==> src/rtl/stlatch_pkg.sv <==
// Shared defaults and pointer helpers for the stlatch_fifo staging queue.
// Optional transparent empty-queue bypass is enabled with STLATCH_BYPASS_EN.
package stlatch_pkg;

    localparam int DEF_WIDTH = 16;
    localparam int DEF_DEPTH = 4;

    function automatic int ptr_w(input int depth);
        return (depth <= 2) ? 1 : $clog2(depth);
    endfunction

    // Modulo increment; DEPTH is a power of two so this is a plain wrap.
    function automatic int unsigned next_ptr(input int unsigned ptr, input int unsigned depth);
        return (ptr + 1) % depth;
    endfunction

endpackage

==> src/rtl/stlatch_mem.sv <==
// DEPTH x WIDTH register array: one clocked write port, one asynchronous read port.
// Contents are deliberately not reset.
module stlatch_mem #(
    parameter int WIDTH = 16,
    parameter int DEPTH = 4,
    parameter int AW    = 2
) (
    input  logic             clk,
    input  logic             we,
    input  logic [AW-1:0]    waddr,
    input  logic [WIDTH-1:0] wdata,
    input  logic [AW-1:0]    raddr,
    output logic [WIDTH-1:0] rdata
);

    logic [WIDTH-1:0] mem_q [DEPTH];

    always_ff @(posedge clk) begin
        if (we) begin
            mem_q[waddr] <= wdata;
        end
    end

    assign rdata = mem_q[raddr];

endmodule

==> src/rtl/stlatch_fifo.sv <==
// Multi-entry successor to the enable-latch staging register; d1 shows the head word or the last popped word.
// Define STLATCH_BYPASS_EN for the transparent d -> d1 path while the queue is empty.
module stlatch_fifo
    import stlatch_pkg::*;
#(
    parameter  int WIDTH = DEF_WIDTH,
    parameter  int DEPTH = DEF_DEPTH,
    localparam int AW    = ptr_w(DEPTH)
) (
    input  logic             clk,
    input  logic             resetl,
    input  logic [WIDTH-1:0] d,
    input  logic             en,
    input  logic             rd,
    output logic [WIDTH-1:0] d1,
    output logic             empty,
    output logic             full,
    output logic [AW:0]      level,
    output logic             ovf
);

    // en: producer strobe, d captured on the edge unless full (full & rd lets it in);
    // rd: consumer strobe, head consumed on the edge when not empty. No back-pressure wires.
    localparam logic [AW:0] LEVEL_ONE  = (AW+1)'(1);
    localparam logic [AW:0] LEVEL_FULL = (AW+1)'(DEPTH);

    logic [AW-1:0]    wr_ptr_q, wr_ptr_d;
    logic [AW-1:0]    rd_ptr_q, rd_ptr_d;
    logic [AW:0]      level_q, level_d;
    logic [WIDTH-1:0] hold_q, hold_d;
    logic             ovf_q, ovf_d;
    logic [WIDTH-1:0] rdata;
    logic             do_write, do_pop, do_bypass;

    assign empty = (level_q == '0);
    assign full  = (level_q == LEVEL_FULL);
    assign level = level_q;
    assign ovf   = ovf_q;

`ifdef STLATCH_BYPASS_EN
    assign do_bypass = empty & en & rd;
`else
    assign do_bypass = 1'b0;
`endif

    assign do_write = en & (~full | rd) & ~do_bypass;
    assign do_pop   = rd & ~empty;

    stlatch_mem #(
        .WIDTH (WIDTH),
        .DEPTH (DEPTH),
        .AW    (AW)
    ) u_mem (
        .clk   (clk),
        .we    (do_write & resetl),
        .waddr (wr_ptr_q),
        .wdata (d),
        .raddr (rd_ptr_q),
        .rdata (rdata)
    );

    always_comb begin
        wr_ptr_d = wr_ptr_q;
        rd_ptr_d = rd_ptr_q;
        level_d  = level_q;
        hold_d   = hold_q;
        ovf_d    = ovf_q;

        if (do_write) begin
            wr_ptr_d = AW'(next_ptr(32'(wr_ptr_q), DEPTH));
        end
        if (do_pop) begin
            rd_ptr_d = AW'(next_ptr(32'(rd_ptr_q), DEPTH));
            hold_d   = rdata;
        end
        if (do_bypass) begin
            hold_d = d;
        end

        case ({do_write, do_pop})
            2'b10:   level_d = level_q + LEVEL_ONE;
            2'b01:   level_d = level_q - LEVEL_ONE;
            default: level_d = level_q;
        endcase

        if (en && full && !rd) begin
            ovf_d = 1'b1;
        end
    end

    always_ff @(posedge clk) begin
        if (!resetl) begin
            wr_ptr_q <= '0;
            rd_ptr_q <= '0;
            level_q  <= '0;
            hold_q   <= '0;
            ovf_q    <= 1'b0;
        end else begin
            wr_ptr_q <= wr_ptr_d;
            rd_ptr_q <= rd_ptr_d;
            level_q  <= level_d;
            hold_q   <= hold_d;
            ovf_q    <= ovf_d;
        end
    end

    always_comb begin
        d1 = empty ? hold_q : rdata;
`ifdef STLATCH_BYPASS_EN
        if (empty && en) begin
            d1 = d;
        end
`endif
    end

endmodule

==> config.mk <==
export PLATFORM = sky130hd
export DESIGN_NAME = stlatch_fifo
export DESIGN_NICKNAME = d
export VERILOG_FILES = /design/src/rtl/stlatch_pkg.sv /design/src/rtl/stlatch_mem.sv /design/src/rtl/stlatch_fifo.sv
export SDC_FILE = /design/constraint.sdc
export NUM_CORES = 1
export LEC_CHECK = 0
export ABC_AREA = 1
export BUFFER_PORTS_ARGS = -buffer_cell sky130_fd_sc_hd__buf_2
export CAP_MARGIN = 20
export CORE_MARGIN = 2
export CORE_UTILIZATION = 59
export CTS_CLUSTER_SIZE = 30
export DETAILED_ROUTE_END_ITERATION = 8
export GPL_TIMING_DRIVEN = 0
export PLACE_DENSITY = 0.8
export SLEW_MARGIN = 10
export SYNTH_ARGS = -nofsm -noshare
export SYNTH_HDL_FRONTEND = slang
export SYNTH_SLANG_ARGS = --single-unit
==> constraint.sdc <==
create_clock -name clk -period 2.5 [get_ports clk]
set_input_delay 0.25 -clock clk [delete_from_list [all_inputs] [get_ports clk]]
set_output_delay 0.25 -clock clk [all_outputs]
set_load 0.05 [all_outputs]
Word-level counts from Yosys, hierarchy flattened
Memories as Yosys holds them, arrays and structs flattened. A register that Yosys moved wholly into a read port is not among the register bits.
Cells that the tools add are included.
{ "totals": {"out_inout_bits": 22, "ram_bits": 64, "latchBits": 0, "ff_bits": 24, "memories": 1, "mem_bits_ro": 0} }
{ "mem_list": {"columns": ["memory", "depth", "word_bits", "read_ports", "rd_clocked_by_memory_dff", "write_ports", "line_no", "text"], "rows": [
  ["u_mem.mem_q", 4, 16, 1, 1, 1, "stlatch_mem.sv:16", "logic [WIDTH-1:0] mem_q [DEPTH];"]
]} }
{ "classes": {"order_cmp": 0, "div": 0, "mux": 6, "addsub": 4, "n_eq_ne": 3, "bitwise_logic": 6, "n_shift": 0, "multipliers": 0, "reduce_logical": 5} }
{ "op_table": {"columns": ["cell", "count"], "rows": [
  ["16-bit two-way mux", 1],
  ["3-bit case mux with 2 select lines", 1],
  ["2-bit by 1-bit adder with 2-bit output (second input constant)", 2],
  ["2-bit two-way mux", 2],
  ["3-bit by 1-bit adder with 3-bit output (second input constant)", 1],
  ["1-bit bitwise AND", 3],
  ["3-bit equality test (second input constant)", 1],
  ["3-bit zero test", 1],
  ["3-bit by 1-bit subtractor with 3-bit output (second input constant)", 1],
  ["2-bit by 1-bit equality test with 1-bit output (second input constant)", 1],
  ["2-bit equality test (second input constant)", 1],
  ["1-bit logical AND", 2],
  ["1-bit two-way mux", 2],
  ["1-bit NOT", 2],
  ["2-bit nonzero test", 1],
  ["1-bit zero test", 1],
  ["1-bit bitwise OR", 1]
]} }

Logic depth before layout (Yosys ltp)
{ "depth": {"word_depth": 7, "ltp_mapped": 14, "mapped_depth_nobuf": 13} }

Modules after synthesis
From an unflattened synthesis, not the netlist that was laid out.
{ "hier_totals": {"hier_cells": 460, "hier_area_um2": 4093.9} }
{ "modules_own_cells": {"columns": ["mod", "cells_per_inst", "instances", "seq_area_each_um2", "area_each_um2"], "rows": [
  ["stlatch_mem", 259, 1, 1921.8, 2758.9],
  ["stlatch_fifo", 201, 1, 480.5, 1335.0]
]} }

Worst setup path before layout
OpenSTA, ideal clock, no wires.
{ "synth_timing": {"path_type": "register -> register", "from": "reg level_q[2], in the netlist level[2]", "to": "reg level_q[2], in the netlist level[2]", "required_time_ps": 2387, "n_path_buf": 1, "slack_ps": 272, "period_less_slack_ps": 2228, "t_arrival_ps": 2115, "stages_incl_launch_ff": 15, "cell_sequence": "dfxtp_1 -> inv_1 -> nand2_4 -> nand2_4 -> buf_4 -> inv_1 -> ha_1 -> inv_1 -> fa_1 -> inv_1 -> nand2_1 -> nand3_1 -> nand2_1 -> nand2_1 -> nor2_1"} }
{ "synth_via": {"word_cells_on_any_way": 13, "classes_between": "add/sub (2); eq/ne (3); mux (1); bitwise (5); reduce/logical (2)"} }
{ "synth_lines": {"columns": ["item", "line_no", "text"], "rows": [
  ["start: declaration", "stlatch_fifo.sv:29", "logic [AW:0] level_q, level_d;"],
  ["start signal: assignment", "stlatch_fifo.sv:101", "level_q <= level_d;"],
  ["3-bit zero test (*)", "stlatch_fifo.sv:35", "assign empty = (level_q == '0);"],
  ["1-bit NOT (*)", "stlatch_fifo.sv:47", "assign do_pop = rd & ~empty;"],
  ["1-bit bitwise AND (*)", "stlatch_fifo.sv:47", null],
  ["named net do_pop", "stlatch_fifo.sv:33", "logic do_write, do_pop, do_bypass;"],
  ["2-bit by 1-bit equality test with 1-bit output or 2-bit equality test (tied branches)", "stlatch_fifo.sv:80", "case ({do_write, do_pop})"],
  ["3-bit case mux with 2 select lines or 2-bit nonzero test (tied branches)", null, null]
]} }
Mark *: on every way through the listed nets, which the timed path passes. The rest lies on a longest branch.
A chain may end at the register's enable or synchronous reset.

==> results.sh <==
export IMPL_status="finished clean"
export IMPL_hold_viol=0
export IMPL_viasPerCell=4.96
export IMPL_synth_avg_cell_area_um2=8.63
export IMPL_htree_levels=3
export IMPL_wirelength_um=8690
export IMPL_clock_root_buffer="clkbuf_8"
export IMPL_instances_no_fill=639
export IMPL_synth_cell_types=22
export IMPL_grt_total_usage_pct=24.1
export IMPL_syn_to_final_growth_pct=15.1
export IMPL_diodes=0
export IMPL_cts_tree="done"
export IMPL_clock_path_buffers=2
export IMPL_antenna_found_initial=0
export IMPL_hold_ws_ns=0.0944
export IMPL_cts_buffers=9
export IMPL_syn_inst=482
export IMPL_drc=0
export IMPL_syn_nets=508
export IMPL_drv_slew=0
export IMPL_cts_resized=0
export IMPL_critPathMaxFanout=10
export IMPL_final_cell_mix="nand2_1, inv_1, edfxtp_1, buf_2, nand3_1"
export IMPL_drt_iter0_markers=276
export IMPL_tightest_slew_ns=0.547
export IMPL_fmax_mhz=478
export IMPL_placed_cells=623
export IMPL_detail_route_wl_per_cell_um=13.6
export IMPL_finClkSkew_ns=0.00977
export IMPL_arrival_ns=1.84
export IMPL_portBuffers=41
export IMPL_p_leak_nw=2.36
export IMPL_cts_setup_buffers=0
export IMPL_min_period_ns=2.09
export IMPL_hpwlAfterDp_um=5780
export IMPL_total_power_mw=5.61
export IMPL_core_area_mm2=0.00679
export IMPL_ir_drop_mv=0.433
export IMPL_startpoint_type="flip-flop"
export IMPL_vias=3171
export IMPL_ctsHoldBuffers=0
export IMPL_clkTransAtPathRegs_ns=0.09
export IMPL_hp_class="primary input to flip-flop"
export IMPL_final_common_cell="nand2_1"
export IMPL_worstSetupPathType="flip-flop to output port"
export IMPL_firstDrtPassIters=5
export IMPL_min_period_over_period_pct=83.7
export IMPL_grt_pass1_wl_um=14000
export IMPL_p_per_area_mw_per_mm2=1170
export IMPL_rsz0062_at_grt="false"
export IMPL_start_util_pct=61.3
export IMPL_nNetsFinal=564
export IMPL_maxCapViolCount=0
export IMPL_die_w_um=88.0
export IMPL_synth_seq_area_share_pct=58.7
export IMPL_num_rows=30
export IMPL_clock_latency_ns=0.36
export IMPL_synth_area_mm2=0.00416
export IMPL_grt_pass1_vias=2894
export IMPL_stdcell_area_mm2=0.00479
export IMPL_ys_ff_latch=90
export IMPL_slew_headroom_pct=63.5
export IMPL_setup_tns_final_ns=0
export IMPL_layout_drive_gt1_share_pct=17.7
export IMPL_setup_viol=0
export IMPL_cts_sinks=90
export IMPL_die_height_um=88.0
export IMPL_dieArea_mm2=0.00774
export IMPL_critPathCaptureType="output port"
export IMPL_io_pins=42
export IMPL_crit_required_ns=2.25
export IMPL_ant_nets=0
export IMPL_grt_max_degree=16
export IMPL_yosysWarnings=0
export IMPL_postPlaceCellArea_mm2=0.00455
export IMPL_place_congestion=0.793
export IMPL_grt_overflow_total=0
## kinds of logic (layout without fill, tap and decap cells)
family	after synthesis	in the layout	share of synthesized area, %
buf+inv	120	181	12.7
flops	90	90	58.7
simple gates	256	256	25.4
compound gates	10	10	1.20
fa+ha+maj	6	6	1.98
## Yosys cell counts
cell type / n / share of area, %
nand2_1: 163 / 15
inv_1: 99 / 8.9
edfxtp_1: 64 / 46
nor2_1: 40 / 3.6
nand3_1: 39 / 4.7
dfxtp_1: 26 / 13
nand2_2: 9 / 1.4
a21oi_1: 8 / 0.96
buf_2: 7 / 0.84
buf_4: 6 / 1.1
ha_1: 5 / 1.5
buf_6: 3 / 0.81
inv_2: 2 / 0.18
nand2_4: 2 / 0.54
o21ai_0: 2 / 0.24
buf_12: 1 / 0.48
clkbuf_1: 1 / 0.090
fa_1: 1 / 0.48
inv_8: 1 / 0.27
nand4_1: 1 / 0.15
nor2_4: 1 / 0.27
nor3_1: 1 / 0.12
## where the power goes
group / internal, mW / total, mW / switching [mW]
Sequential: 1.76 / 1.86 / 0.0977
Clock: 0.663 / 1.19 / 0.523
Combinational: 0.690 / 2.57 / 1.87
## registers in the layout, indices dropped and copies added, names as in the netlist, named ones only
signal       cells
rd_ptr_q         2
hold_q          16
wr_ptr_q         2
level            3
ovf              1
u_mem.mem_q     64
## worst max-delay path: stages, from the launching register on
cell	delay, ns
dfxtp_1	0.31
buf_2	0.18
inv_2	0.14
buf_4	0.21
nand3_1	0.10
nand2_1	0.14
nand2_1	0.08
nand2_1	0.07
buf_2	0.26
## through the flow
stage | util, % | worst slack, ns
6_report | 70.5 | 0.408
3_5_place_dp | 67.0 | 0.500
2_1_floorplan | - | 0.272
4_1_cts | 70.5 | 0.410
5_1_grt | 70.5 | 0.242
3_3_place_gp | 66.0 | 0.0629
## layout make-up
type / instances / area [um^2]
Multi-Input combinational cell: 272 / 1200
Timing Repair Buffer: 45 / 258
Clock inverter: 7 / 116
Tap cell: 96 / 120
Clock buffer: 9 / 124
Fill cell: 515 / 2000
Buffer: 18 / 138
Inverter: 102 / 390
Sequential cell: 90 / 2440
## path summary, 6_finish.rpt
path / startpoint / end / slack [ns] / depth (start not counted)
worst max-delay path: flip-flop / d1[12] / 0.41 / 8
worst min-delay path: d[4] / u_mem.mem_q[1][4]$_DFFE_PP_ / 0.09 / 1
worst max register to register: level[2]$_SDFFE_PN0P_ / level[2]$_SDFFE_PN0P_ / 0.49 / 13
worst min register to register: ovf$_SDFFE_PN0P_ / ovf$_SDFFE_PN0P_ / 0.45 / 2
## per-layer routing
metal	vias up	global-route usage (%)	wire, um
li1	1565	-	-
met1	1459	31.7	3570
met2	132	41.2	4420
met3	15	5.28	622
met4	0	5.73	82
met5	-	0	0
(Power assumes the default switching activity.)
